[src/rtl/crc_pkg.sv]
// Shared definitions for the CRC-8 transmit framer: default polynomial and
// initial value, FSM state encoding, and the bytewise CRC-8 update.
package crc_pkg;

  localparam logic [7:0] CRC_POLY_DEFAULT = 8'h07;
  localparam logic [7:0] CRC_INIT_DEFAULT = 8'h00;

  typedef enum logic [1:0] {
    ST_IDLE    = 2'd0,
    ST_PAYLOAD = 2'd1,
    ST_CRC     = 2'd2
  } state_e;

  // MSB-first CRC-8 update of register c with one data byte d
  function automatic logic [7:0] crc8_next(input logic [7:0] c,
                                           input logic [7:0] d,
                                           input logic [7:0] poly);
    logic [7:0] x;
    x = c ^ d;
    for (int i = 0; i < 8; i++) begin
      if (x[7]) x = {x[6:0], 1'b0} ^ poly;
      else      x = {x[6:0], 1'b0};
    end
    return x;
  endfunction

endpackage

[src/rtl/crc_frame_tx.sv]
// crc_frame_tx: forwards payload bytes unchanged and appends a CRC-8 byte
// after each frame's last byte. A single output register sits between the
// input stream and the downstream serializer path.
// Optional feature macro: CRC_TX_STATS_EN adds the o_frame_cnt frame counter.
module crc_frame_tx
  import crc_pkg::*;
#(
  parameter logic [7:0] POLY  = CRC_POLY_DEFAULT,
  parameter logic [7:0] INIT  = CRC_INIT_DEFAULT,
  parameter int         CNT_W = 16
) (
  input  logic             i_clk,
  input  logic             i_rst_n,
  input  logic             i_s_valid,
  output logic             o_s_ready,
  input  logic [7:0]       i_s_data,
  input  logic             i_s_last,
  output logic             o_m_valid,
  input  logic             i_m_ready,
  output logic [7:0]       o_m_data,
  output logic             o_m_last
`ifdef CRC_TX_STATS_EN
  ,
  output logic [CNT_W-1:0] o_frame_cnt
`endif
);

  if (CNT_W < 1) begin : g_cnt_w_check
    $error("crc_frame_tx: CNT_W must be at least 1");
  end

  state_e     state_q, state_d;
  logic [7:0] crc_q, crc_d;
  logic       m_valid_q, m_valid_d;
  logic [7:0] m_data_q, m_data_d;
  logic       m_last_q, m_last_d;

  logic slot_free;
  logic s_accept;

  // The output register can take a new byte when empty or being drained now
  assign slot_free = !m_valid_q | i_m_ready;
  assign o_s_ready = slot_free & (state_q != ST_CRC);
  assign s_accept  = i_s_valid & o_s_ready;

  // Next-state, CRC and output-register load decisions
  always_comb begin
    state_d   = state_q;
    crc_d     = crc_q;
    m_valid_d = m_valid_q;
    m_data_d  = m_data_q;
    m_last_d  = m_last_q;

    // Byte drained with nothing new to load: register empties, data held
    if (slot_free) m_valid_d = 1'b0;

    case (state_q)
      ST_IDLE, ST_PAYLOAD: begin
        if (s_accept) begin
          m_valid_d = 1'b1;
          m_data_d  = i_s_data;
          m_last_d  = 1'b0;
          crc_d     = crc8_next(crc_q, i_s_data, POLY);
          state_d   = i_s_last ? ST_CRC : ST_PAYLOAD;
        end
      end
      ST_CRC: begin
        if (slot_free) begin
          m_valid_d = 1'b1;
          m_data_d  = crc_q;
          m_last_d  = 1'b1;
          crc_d     = INIT;
          state_d   = ST_IDLE;
        end
      end
      default: begin
        state_d = ST_IDLE;
        crc_d   = INIT;
      end
    endcase
  end

  // State, CRC accumulator and output register; reset discards any partial frame
  always_ff @(posedge i_clk) begin
    if (!i_rst_n) begin
      state_q   <= ST_IDLE;
      crc_q     <= INIT;
      m_valid_q <= 1'b0;
      m_data_q  <= 8'h00;
      m_last_q  <= 1'b0;
    end else begin
      state_q   <= state_d;
      crc_q     <= crc_d;
      m_valid_q <= m_valid_d;
      m_data_q  <= m_data_d;
      m_last_q  <= m_last_d;
    end
  end

  assign o_m_valid = m_valid_q;
  assign o_m_data  = m_data_q;
  assign o_m_last  = m_last_q;

`ifdef CRC_TX_STATS_EN
  logic [CNT_W-1:0] frame_cnt_q, frame_cnt_d;

  // Count a frame once its CRC byte has been handed downstream; wraps freely
  always_comb begin
    frame_cnt_d = frame_cnt_q;
    if (m_valid_q && i_m_ready && m_last_q) frame_cnt_d = frame_cnt_q + 1'b1;
  end

  // Frame counter register
  always_ff @(posedge i_clk) begin
    if (!i_rst_n) frame_cnt_q <= '0;
    else          frame_cnt_q <= frame_cnt_d;
  end

  assign o_frame_cnt = frame_cnt_q;
`endif

endmodule

[config.mk]
export PLATFORM = sky130hd
export DESIGN_NAME = crc_frame_tx
export DESIGN_NICKNAME = d
export VERILOG_FILES = /design/src/rtl/crc_pkg.sv /design/src/rtl/crc_frame_tx.sv
export SDC_FILE = /design/constraint.sdc
export NUM_CORES = 1
export LEC_CHECK = 0
export ABC_AREA = 0
export CORE_UTILIZATION = 35
export CTS_CLUSTER_SIZE = 14
export DETAILED_ROUTE_END_ITERATION = 8
export PLACE_DENSITY = 0.69
export SLEW_MARGIN = 5
export SYNTH_ARGS = -nofsm -noshare
export SYNTH_HDL_FRONTEND = slang
export SYNTH_SLANG_ARGS = --single-unit
[constraint.sdc]
create_clock -name i_clk -period 1.7 [get_ports i_clk]
set_input_delay 0.34 -clock i_clk [delete_from_list [all_inputs] [get_ports i_clk]]
set_output_delay 0.34 -clock i_clk [all_outputs]
set_load 0.02 [all_outputs]
# Word-level counts from Yosys, hierarchy flattened
# Cells that the tools add are included.
[word_totals] reg_bits=20 input_bits=13 out_inout_bits=11 wordCells=67
[classes] n_eq_ne=5 n_mux=39 bitwise_logic=12 n_reduce_logical=6
[op_table] operator="8-bit two-way mux" count=18
[op_table] operator="8-bit case mux with 2 select lines" count=2
[op_table] operator="3-bit two-way mux" count=8
[op_table] operator="3-bit NOT" count=8
[op_table] operator="8-bit XOR" count=1
[op_table] operator="2-bit two-way mux" count=3
[op_table] operator="2-bit != test (second input constant)" count=3
[op_table] operator="1-bit two-way mux" count=5
[op_table] operator="1-bit case mux with 2 select lines" count=2
[op_table] operator="2-bit case mux with 2 select lines" count=1
[op_table] operator="3-bit AND reduction" count=1
[op_table] operator="1-bit AND" count=2
[op_table] operator="2-bit by 1-bit equality test with 1-bit output (second input constant)" count=1
[op_table] operator="2-bit equality test (second input constant)" count=1
[op_table] operator="2-bit zero test" count=1
[op_table] operator="2-bit AND reduction" count=1
[op_table] operator="2-bit nonzero test" count=1
[op_table] operator="2-bit OR reduction" count=1
[op_table] operator="1-bit zero test" count=1
[op_table] operator="1-bit OR" count=1

# Depth between registers and ports, before layout
# Gate-level depths: netlist of the first run.
[logic_depth] ltp_word=34 depth_mapped=6 mapped_depth_nobuf=5

# Worst setup path after synthesis of the first run
# Ideal clock, no wire load.
[synth_path] kind="input to register" start="input i_s_data[1]" end="register crc_q[2]" setup_ns=0.074 t_arrival_ns=1.562 required_ns=1.626 slack_ns=0.063 cell_stages=5 n_path_buf=0 cell_sequence="xnor2_1 -> xnor3_2 -> xnor2_1 -> or3_1 -> a31oi_1"
[synth_via] elab_chain_len=22
[synth_lines] element="start: declaration" line="crc_frame_tx.sv:16" rtl="input logic [7:0] i_s_data,"
[synth_lines] element="8-bit XOR *" line="crc_pkg.sv:19" rtl="x = c ^ d;"
[synth_lines] element="3-bit NOT (no line)"
[synth_lines] element="3-bit two-way mux *" line="crc_pkg.sv:21" rtl="if (x[7]) x = {x[6:0], 1'b0} ^ poly;"
[synth_lines] element="8-bit two-way mux *" line="crc_frame_tx.sv:59" rtl="if (s_accept) begin"
[synth_lines] element="8-bit two-way mux *" line="crc_frame_tx.sv:57" rtl="case (state_q)"
[synth_lines] element="8-bit two-way mux *" line="crc_frame_tx.sv:59"
[synth_lines] element="8-bit two-way mux *" line="crc_frame_tx.sv:57"
[synth_lines] element="8-bit two-way mux *" line="crc_frame_tx.sv:59"
[synth_lines] element="(+6 left out)"
[synth_lines] element="8-bit two-way mux *" line="crc_frame_tx.sv:57"
[synth_lines] element="3-bit two-way mux *" line="crc_pkg.sv:21"
[synth_lines] element="8-bit two-way mux *" line="crc_frame_tx.sv:59"
[synth_lines] element="8-bit two-way mux *" line="crc_frame_tx.sv:57"
[synth_lines] element="3-bit NOT (no line)"
[synth_lines] element="3-bit two-way mux *" line="crc_pkg.sv:21"
[synth_lines] element="8-bit two-way mux *" line="crc_frame_tx.sv:59"
[synth_lines] element="8-bit case mux with 2 select lines *" line="crc_frame_tx.sv:57"
[synth_lines] element="end signal: assignment" line="crc_frame_tx.sv:93" rtl="crc_q <= crc_d;"
[synth_lines] element="end: declaration" line="crc_frame_tx.sv:33" rtl="logic [7:0] crc_q, crc_d;"
# Mark *: on every way between the ends. The rest lies on a longest branch, timed or not. The select of a mux whose other input is x is not followed.
# A chain may end at the register's enable or synchronous reset.

# Worst setup path in the final report of the first run
[layout_path] start="register crc_q[1]" end="register crc_q[2]"
[layout_via] elab_chain_len=22
[layout_lines] element="8-bit XOR *" line="crc_pkg.sv:19"
[layout_lines] element="3-bit NOT (no line)"
[layout_lines] element="3-bit two-way mux *" line="crc_pkg.sv:21"
[layout_lines] element="8-bit two-way mux *" line="crc_frame_tx.sv:59"
[layout_lines] element="8-bit two-way mux *" line="crc_frame_tx.sv:57"
[layout_lines] element="8-bit two-way mux *" line="crc_frame_tx.sv:59"
[layout_lines] element="8-bit two-way mux *" line="crc_frame_tx.sv:57"
[layout_lines] element="8-bit two-way mux *" line="crc_frame_tx.sv:59"
[layout_lines] element="(+6 left out)"
[layout_lines] element="8-bit two-way mux *" line="crc_frame_tx.sv:57"
[layout_lines] element="3-bit two-way mux *" line="crc_pkg.sv:21"
[layout_lines] element="8-bit two-way mux *" line="crc_frame_tx.sv:59"
[layout_lines] element="8-bit two-way mux *" line="crc_frame_tx.sv:57"
[layout_lines] element="3-bit NOT (no line)"
[layout_lines] element="3-bit two-way mux *" line="crc_pkg.sv:21"
[layout_lines] element="8-bit two-way mux *" line="crc_frame_tx.sv:59"
[layout_lines] element="8-bit case mux with 2 select lines *" line="crc_frame_tx.sv:57"
# Marks and branches as above.

==> results.py, run 1 <==
metrics = {
    "status": {
        "outcome": "complete, no violations",
    },
    "route": {
        "drc": 0,
        "drt_iter0_drc": 15,
        "drt_first_pass_iters": 4,
        "num_vias": 1010,
        "vias_per_cell": 5.075,
        "wire_per_inst_um": 12.97,
        "drt_wl_total_um": 2582,
        "postRouteAntennaNets": 0,
    },
    "cells_and_area": {
        "antennaDiodeCount": 0,
        "finalNonFillerCells": 199,
        "final_core_util_pct": 55.76,
        "area_growth_pct": 51.17,
        "nets": 182,
        "drive_gt1_share_pct": 21.43,
    },
    "timing": {
        "max_freq_ghz": 0.6075,
        "worst_pin_slew_ns": 0.5472,
        "clock_skew_ns": 0.01319,
        "slew_headroom_pct": 63.48,
        "drv_slew": 0,
        "setup_viol": 0,
        "setup_tns_ns": 0,
        "timing.final.crit_share_pct": 96.83,
        "finalCriticalPeriod_ns": 1.646,
        "hold_viol_final": 0,
        "setup_ws_ns": 0.05394,
        "rsz0062_at_grt": "true",
    },
    "grt": {
        "first_global_vias": 1089,
        "grt_max_degree": 18,
        "antenna_found_initial": 0,
        "grt_pass1_wl_um": 4623,
        "grt_usage_pct": 18.81,
        "overflow": 0,
    },
    "synth": {
        "syn_area_sq_um": 1017,
        "seq_area_frac_synth_pct": 39.36,
        "syn_inst": 121,
        "synth_seq_cells": 20,
        "syn-num-nets": 134,
        "syn_avg_cell_area_sq_um": 8.407,
        "synthDistinctLibCells": 24,
        "ys_warn_count": 0,
    },
    "clock_network": {
        "htree_levels": 1,
        "clk_pin_slew_ns": 0.13,
        "cts_tree": "yes",
        "clock_path_buffers": 2,
        "cts.sinks": 20,
        "cts_buffers": 3,
        "clk_latency_ns": 0.31,
        "cts-root-buf": "clkbuf_4",
    },
    "die": {
        "dieArea_sq_um": 3126,
        "initial_core_util_pct": 36.89,
        "fp.dieH_um": 55.91,
        "io_pins": 24,
        "core_area_sq_um": 2758,
        "die_w_um": 55.91,
        "rows": 19,
    },
    "power": {
        "vdd_drop_max_mv": 1.136,
        "p_leak_nw": 0.6301,
        "power_density_nw_per_um2": 1232,
        "power.total_w": 0.001894,
    },
    "run": {
        "cap_viol_max_count": 0,
    },
    "placement": {
        "post-place-cells": 193,
        "io_buffers": 23,
        "pre_cts_ws_ns": -0.4389,
        "hpwl_um": 1872,
        "gp_congestion": 0.7926,
    },
    "critical_path": {
        "crit_type": "reg2reg",
        "path_delay_family": "XOR/XNOR gates",
        "slowest_delay_ns": 0.46,
        "required_ns": 1.94,
        "cp_cell_sequence": "xnor2_2, xnor3_2, xnor2_1, or3_1, a31oi_1",
        "start_kind": "flip-flop",
        "crit_arrival_ns": 1.89,
        "end_kind": "flip-flop",
        "critPathBufInv": 0,
        "crit_path_top_delay_cell": "xnor3_2",
        "cp_max_fo": 3,
    },
    "min_path": {
        "hold_class": "in2reg",
    },
}
==> cell usage in the layout (no fill, tap or decap) <==
cell type | netlist | routed
a211o_1 | 1 | 1
a21oi_1 | 3 | 3
a21oi_2 | 1 | 1
a22oi_1 | 5 | 5
a311oi_1 | 8 | 8
a31oi_1 | 3 | 3
and2_1 | 1 | 1
and3_1 | 1 | 1
buf_12 | 0 | 1
buf_4 | 0 | 23
bufinv_16 | 0 | 1
clkbuf_2 | 0 | 1
clkbuf_4 | 0 | 3
clkdlybuf4s50_1 | 0 | 19
dfxtp_1 | 20 | 18
dfxtp_2 | 0 | 1
dfxtp_4 | 0 | 1
dlygate4sd2_1 | 0 | 2
dlymetal6s2s_1 | 0 | 1
inv_1 | 3 | 3
nand2_1 | 19 | 19
nand2b_1 | 4 | 4
nand3_1 | 3 | 3
nor2_1 | 16 | 16
nor2b_1 | 3 | 3
o21a_1 | 1 | 1
o21ai_0 | 1 | 1
o22ai_1 | 1 | 1
or3_1 | 3 | 3
xnor2_1 | 16 | 13
xnor2_2 | 0 | 3
xnor3_2 | 1 | 1
xor2_1 | 3 | 3
==> worst min-delay path, delay by kind of cell <==
kind / cells / cell delay [ns]
compound gates: 1 / 0.08
buf+inv: 1 / 0.16
simple gates: 1 / 0.07
==> synthesized netlist by cell type <==
cell type  instances  area, sq um
nor2_1            16        60.06
nand2_1           19        71.32
and3_1             1        6.260
buf_2              1        5.000
a31oi_1            3        18.77
nand2b_1           4        25.02
and2_1             1        6.260
inv_1              3        11.26
xnor2_1           16        140.1
nand3_1            3        15.01
o21a_1             1        7.510
a311oi_1           8        70.07
a21oi_1            3        15.01
a211o_1            1        8.760
xnor3_2            1        23.77
dfxtp_1           20        400.4
o22ai_1            1        6.260
a22oi_1            5        37.54
clkbuf_1           3        11.26
o21ai_0            1        5.000
a21oi_2            1        8.760
or3_1              3        18.77
nor2b_1            3        18.77
xor2_1             3        26.28
==> per-stage QoR <==
step | hold slack [ns] | area (sq um)
global route | 0.3738 | 1538
CTS | 0.5120 | 1513
finish | 0.3686 | 1538
floorplan | 0.4617 | 1017
global placement | 0.4848 | 1448
detailed placement | 0.4940 | 1448
==> state kept, by name, indices dropped and copies added (netlist names) <==
register and flops:
o_m_valid 1, crc_q 8, o_m_data 8, state_q 2
o_m_last 1
==> final timing paths <==
check	start	cells after the start	slack [ns]	endpoint
setup / recovery	crc_q[1]$_SDFFE_PN0P_	5	0.05	crc_q[2]$_SDFFE_PN0P_
hold / removal	i_s_data[1]	3	0.37	o_m_data[1]$_SDFFE_PN0P_
hold reg to reg	crc_q[5]$_SDFFE_PN0P_	2	0.51	o_m_data[5]$_SDFFE_PN0P_
setup reg to reg	crc_q[1]$_SDFFE_PN0P_	5	0.05	crc_q[2]$_SDFFE_PN0P_
==> cells by family (layout without fill, tap and decap cells) <==
group	after synthesis	after routing	synth area share [%]
compound gates	24	24	17.47
buf+inv	7	54	2.705
flops	20	20	39.36
xor+xnor	20	20	18.70
simple gates	50	50	21.77
==> report_power, final <==
part	internal, W	leakage, nW	switching (W)	total, W
clock network	0.000239	0.0279	0.000157	0.000395
logic	0.000505	0.436	0.000360	0.000864
registers	0.000555	0.166	0.0000793	0.000634
==> layout make-up <==
cell class / count / area [sq um]
inverter: 3 / 11.26
clock buffer: 3 / 22.52
fill: 266 / 1220
multi-input combinational: 94 / 611.8
sequential: 20 / 405.4
timing repair buffer: 47 / 417.9
tap: 31 / 38.79
clock inverter: 1 / 30.03
==> per-layer routing <==
layer  global-route usage [%]  share of wire (%)  wire length, um  vias up
met4                    4.878                  0                0        0
li1                         -                  -                -      513
met1                    22.13                 45             1171      483
met2                    33.73                 52             1337       14
met5                        0                  0                0        -
met3                    5.116                2.8               72        0
==> repair_timing <==
action                     4_1_cts  5_1_grt
setup endpoints to repair        2        3
setup buffers                    0        2
resized for setup                6        6
cloned                           0        0
hold buffers                     0        0
pin swaps                        2        4
Power figures use the tool's default switching activity.
==> inputs of run 2 (changes only) <==
--- a/config.mk
+++ b/config.mk
@@ -6,10 +6,13 @@
 export NUM_CORES = 1
 export LEC_CHECK = 0
 export ABC_AREA = 0
+export CAP_MARGIN = 10
 export CORE_UTILIZATION = 35
 export CTS_CLUSTER_SIZE = 14
 export DETAILED_ROUTE_END_ITERATION = 8
-export PLACE_DENSITY = 0.69
+export DONT_BUFFER_PORTS = 1
+export PLACE_DENSITY = 0.58
+export SKIP_CTS_REPAIR_TIMING = 1
 export SLEW_MARGIN = 5
 export SYNTH_ARGS = -nofsm -noshare
 export SYNTH_HDL_FRONTEND = slang
==> run 2 against run 1 <==
  * Non-clock buffer count fell by 38
  * Final cell count down 20%
  * Total power decreased by 19%
  * Utilization shrank 14 points
  * Sequential cell count unchanged
  * Combinational power is 27% lower
  * Sequential power rose by 5.2%
  * Setup slack got worse by 0.017 ns
  * Clock skew shrank 0.0077 ns
  * Clock-buffer cell count did not move
  * Via count shrank 15%
  * Largest cell class unchanged
  * Largest power group is now sequential cells
==> results.py, run 2 (synthesized netlist as in run 1, its figures left out) <==
metrics = {
    "status": {
        "outcome": "complete, no violations",
    },
    "critical_path": {
        "end_kind": "flip-flop",
        "crit_arrival_ns": 1.91,
        "worstReg2RegStart": "crc_q[6]$_SDFFE_PN0P_",
        "r2r-end": "crc_q[2]$_SDFFE_PN0P_",
        "required_ns": 1.95,
        "start_kind": "flip-flop",
        "crit_type": "reg2reg",
        "cp_max_fo": 5,
        "reg2reg_depth": 5,
        "regToRegSetupSlack_ns": 0.04,
    },
    "cells_and_area": {
        "nets": 144,
        "design_area_sq_um": 1165,
        "finalNonFillerCells": 160,
        "area_growth_pct": 14.51,
        "final_cell_mix": "nand2_1 (19), dfxtp_1 (18), nor2_1 (16), xnor2_1 (13), buf_4 (9)",
        "antennaDiodeCount": 0,
        "drive_gt1_share_pct": 15.50,
        "layout_commonest_cell": "nand2_1",
    },
    "route": {
        "vias_per_cell": 5.394,
        "top_layer": "met4",
        "wl_met1_um": 1153,
        "wire_per_inst_um": 15.08,
        "met2WireLength_um": 1089,
        "drt_iter0_drc": 35,
        "drt_first_pass_iters": 4,
        "postRouteAntennaNets": 0,
        "met3_length_um": 133,
        "drc": 0,
        "drt_wl_total_um": 2412,
        "num_vias": 863,
    },
    "clock_network": {
        "cts.sinks": 20,
        "cts_tree": "yes",
        "htree_levels": 1,
        "cts_buffers": 3,
        "cts-root-buf": "clkbuf_4",
        "clk_pin_slew_ns": 0.12,
        "clock_path_buffers": 2,
        "clk_latency_ns": 0.31,
    },
    "power": {
        "power.total_w": 0.001535,
        "p_leak_nw": 0.4423,
        "power_density_nw_per_um2": 1318,
        "vdd_drop_max_mv": 0.5889,
    },
    "grt": {
        "grt_max_degree": 18,
        "grt_usage_pct": 16.47,
        "antenna_found_initial": 0,
        "grt_pass1_wl_um": 4064,
        "overflow": 0,
        "first_global_vias": 835,
    },
    "timing": {
        "timing.final.crit_share_pct": 97.83,
        "worst_pin_slew_ns": 0.5507,
        "hold_viol_final": 0,
        "max_freq_ghz": 0.6013,
        "finalCriticalPeriod_ns": 1.663,
        "setup_viol": 0,
        "clock_skew_ns": 0.005490,
        "drv_slew": 0,
        "slew_headroom_pct": 63.24,
    },
    "min_path": {
        "min_from": "i_rst_n",
        "min_path_cells": 1,
        "holdPathEnd": "crc_q[0]$_SDFFE_PN0P_",
        "hold_class": "in2reg",
    },
    "placement": {
        "hpwl_um": 1753,
        "post-place-cells": 156,
        "place_area_sq_um": 1100,
        "io_buffers": 0,
        "gp_congestion": 0.7798,
    },
    "die": {
        "fp.dieH_um": 55.91,
        "core_area_sq_um": 2758,
        "initial_core_util_pct": 36.89,
        "die_w_um": 55.91,
        "rows": 19,
        "io_pins": 24,
        "dieArea_sq_um": 3126,
    },
    "run": {
        "cap_viol_max_count": 0,
    },
}
[run 2: worst max path at each step]
stage / from / end / cells past startpoint
CTS: crc_q[1]$_SDFFE_PN0P_ / crc_q[2]$_SDFFE_PN0P_ / 5
finish: crc_q[6]$_SDFFE_PN0P_ / crc_q[2]$_SDFFE_PN0P_ / 5
detailed placement: crc_q[1]$_SDFFE_PN0P_ / crc_q[2]$_SDFFE_PN0P_ / 5
global route: crc_q[6]$_SDFFE_PN0P_ / crc_q[2]$_SDFFE_PN0P_ / 5
floorplan: i_s_data[1] / crc_q[2]$_SDFFE_PN0P_ / 5
global placement: crc_q[1]$_SDFFE_PN0P_ / crc_q[2]$_SDFFE_PN0P_ / 5
[run 2: metal layers]
metal | GRT usage [%] | up-vias
met4 | 5.923 | 0
met3 | 5.116 | 4
met1 | 22.45 | 410
met5 | 0 | -
li1 | - | 431
met2 | 24.61 | 18
[run 2: per-stage QoR]
| stage | utilization (%) | setup WS (ns) | TNS [ns] | hold slack, ns |
|---|---|---|---|---|
| 2_1_floorplan | - | 0.06335 | 0 | 0.4617 |
| 3_3_place_gp | 39.88 | 0.07475 | 0 | 0.4694 |
| 3_5_place_dp | 39.88 | 0.008308 | 0 | 0.4691 |
| 4_1_cts | 40.70 | -0.02105 | -0.02105 | 0.1598 |
| 5_1_grt | 42.24 | -0.04231 | -0.04231 | 0.1615 |
| 6_report | 42.24 | 0.03683 | 0 | 0.1629 |
[run 2: where the power goes]
group	switching, W	internal, W	leakage [nW]	total [W]
Clock	0.000155	0.0000829	0.0138	0.000238
Combinational	0.000292	0.000339	0.262	0.000631
Sequential	0.000112	0.000555	0.166	0.000667
[run 2: layout make-up]
class	instances	area, sq um
Clock buffer	3	22.52
Fill cell	285	1593
Inverter	3	11.26
Multi-Input combinational cell	94	619.3
Sequential cell	20	405.4
Tap cell	31	38.79
Timing Repair Buffer	9	67.56
[run 2: worst max-delay path, stage by stage, from the launching register on]
cell	delay [ns]
dfxtp_4	0.39
xnor2_2	0.17
xnor3_2	0.47
xnor2_1	0.15
or3_1	0.31
a31oi_1	0.12
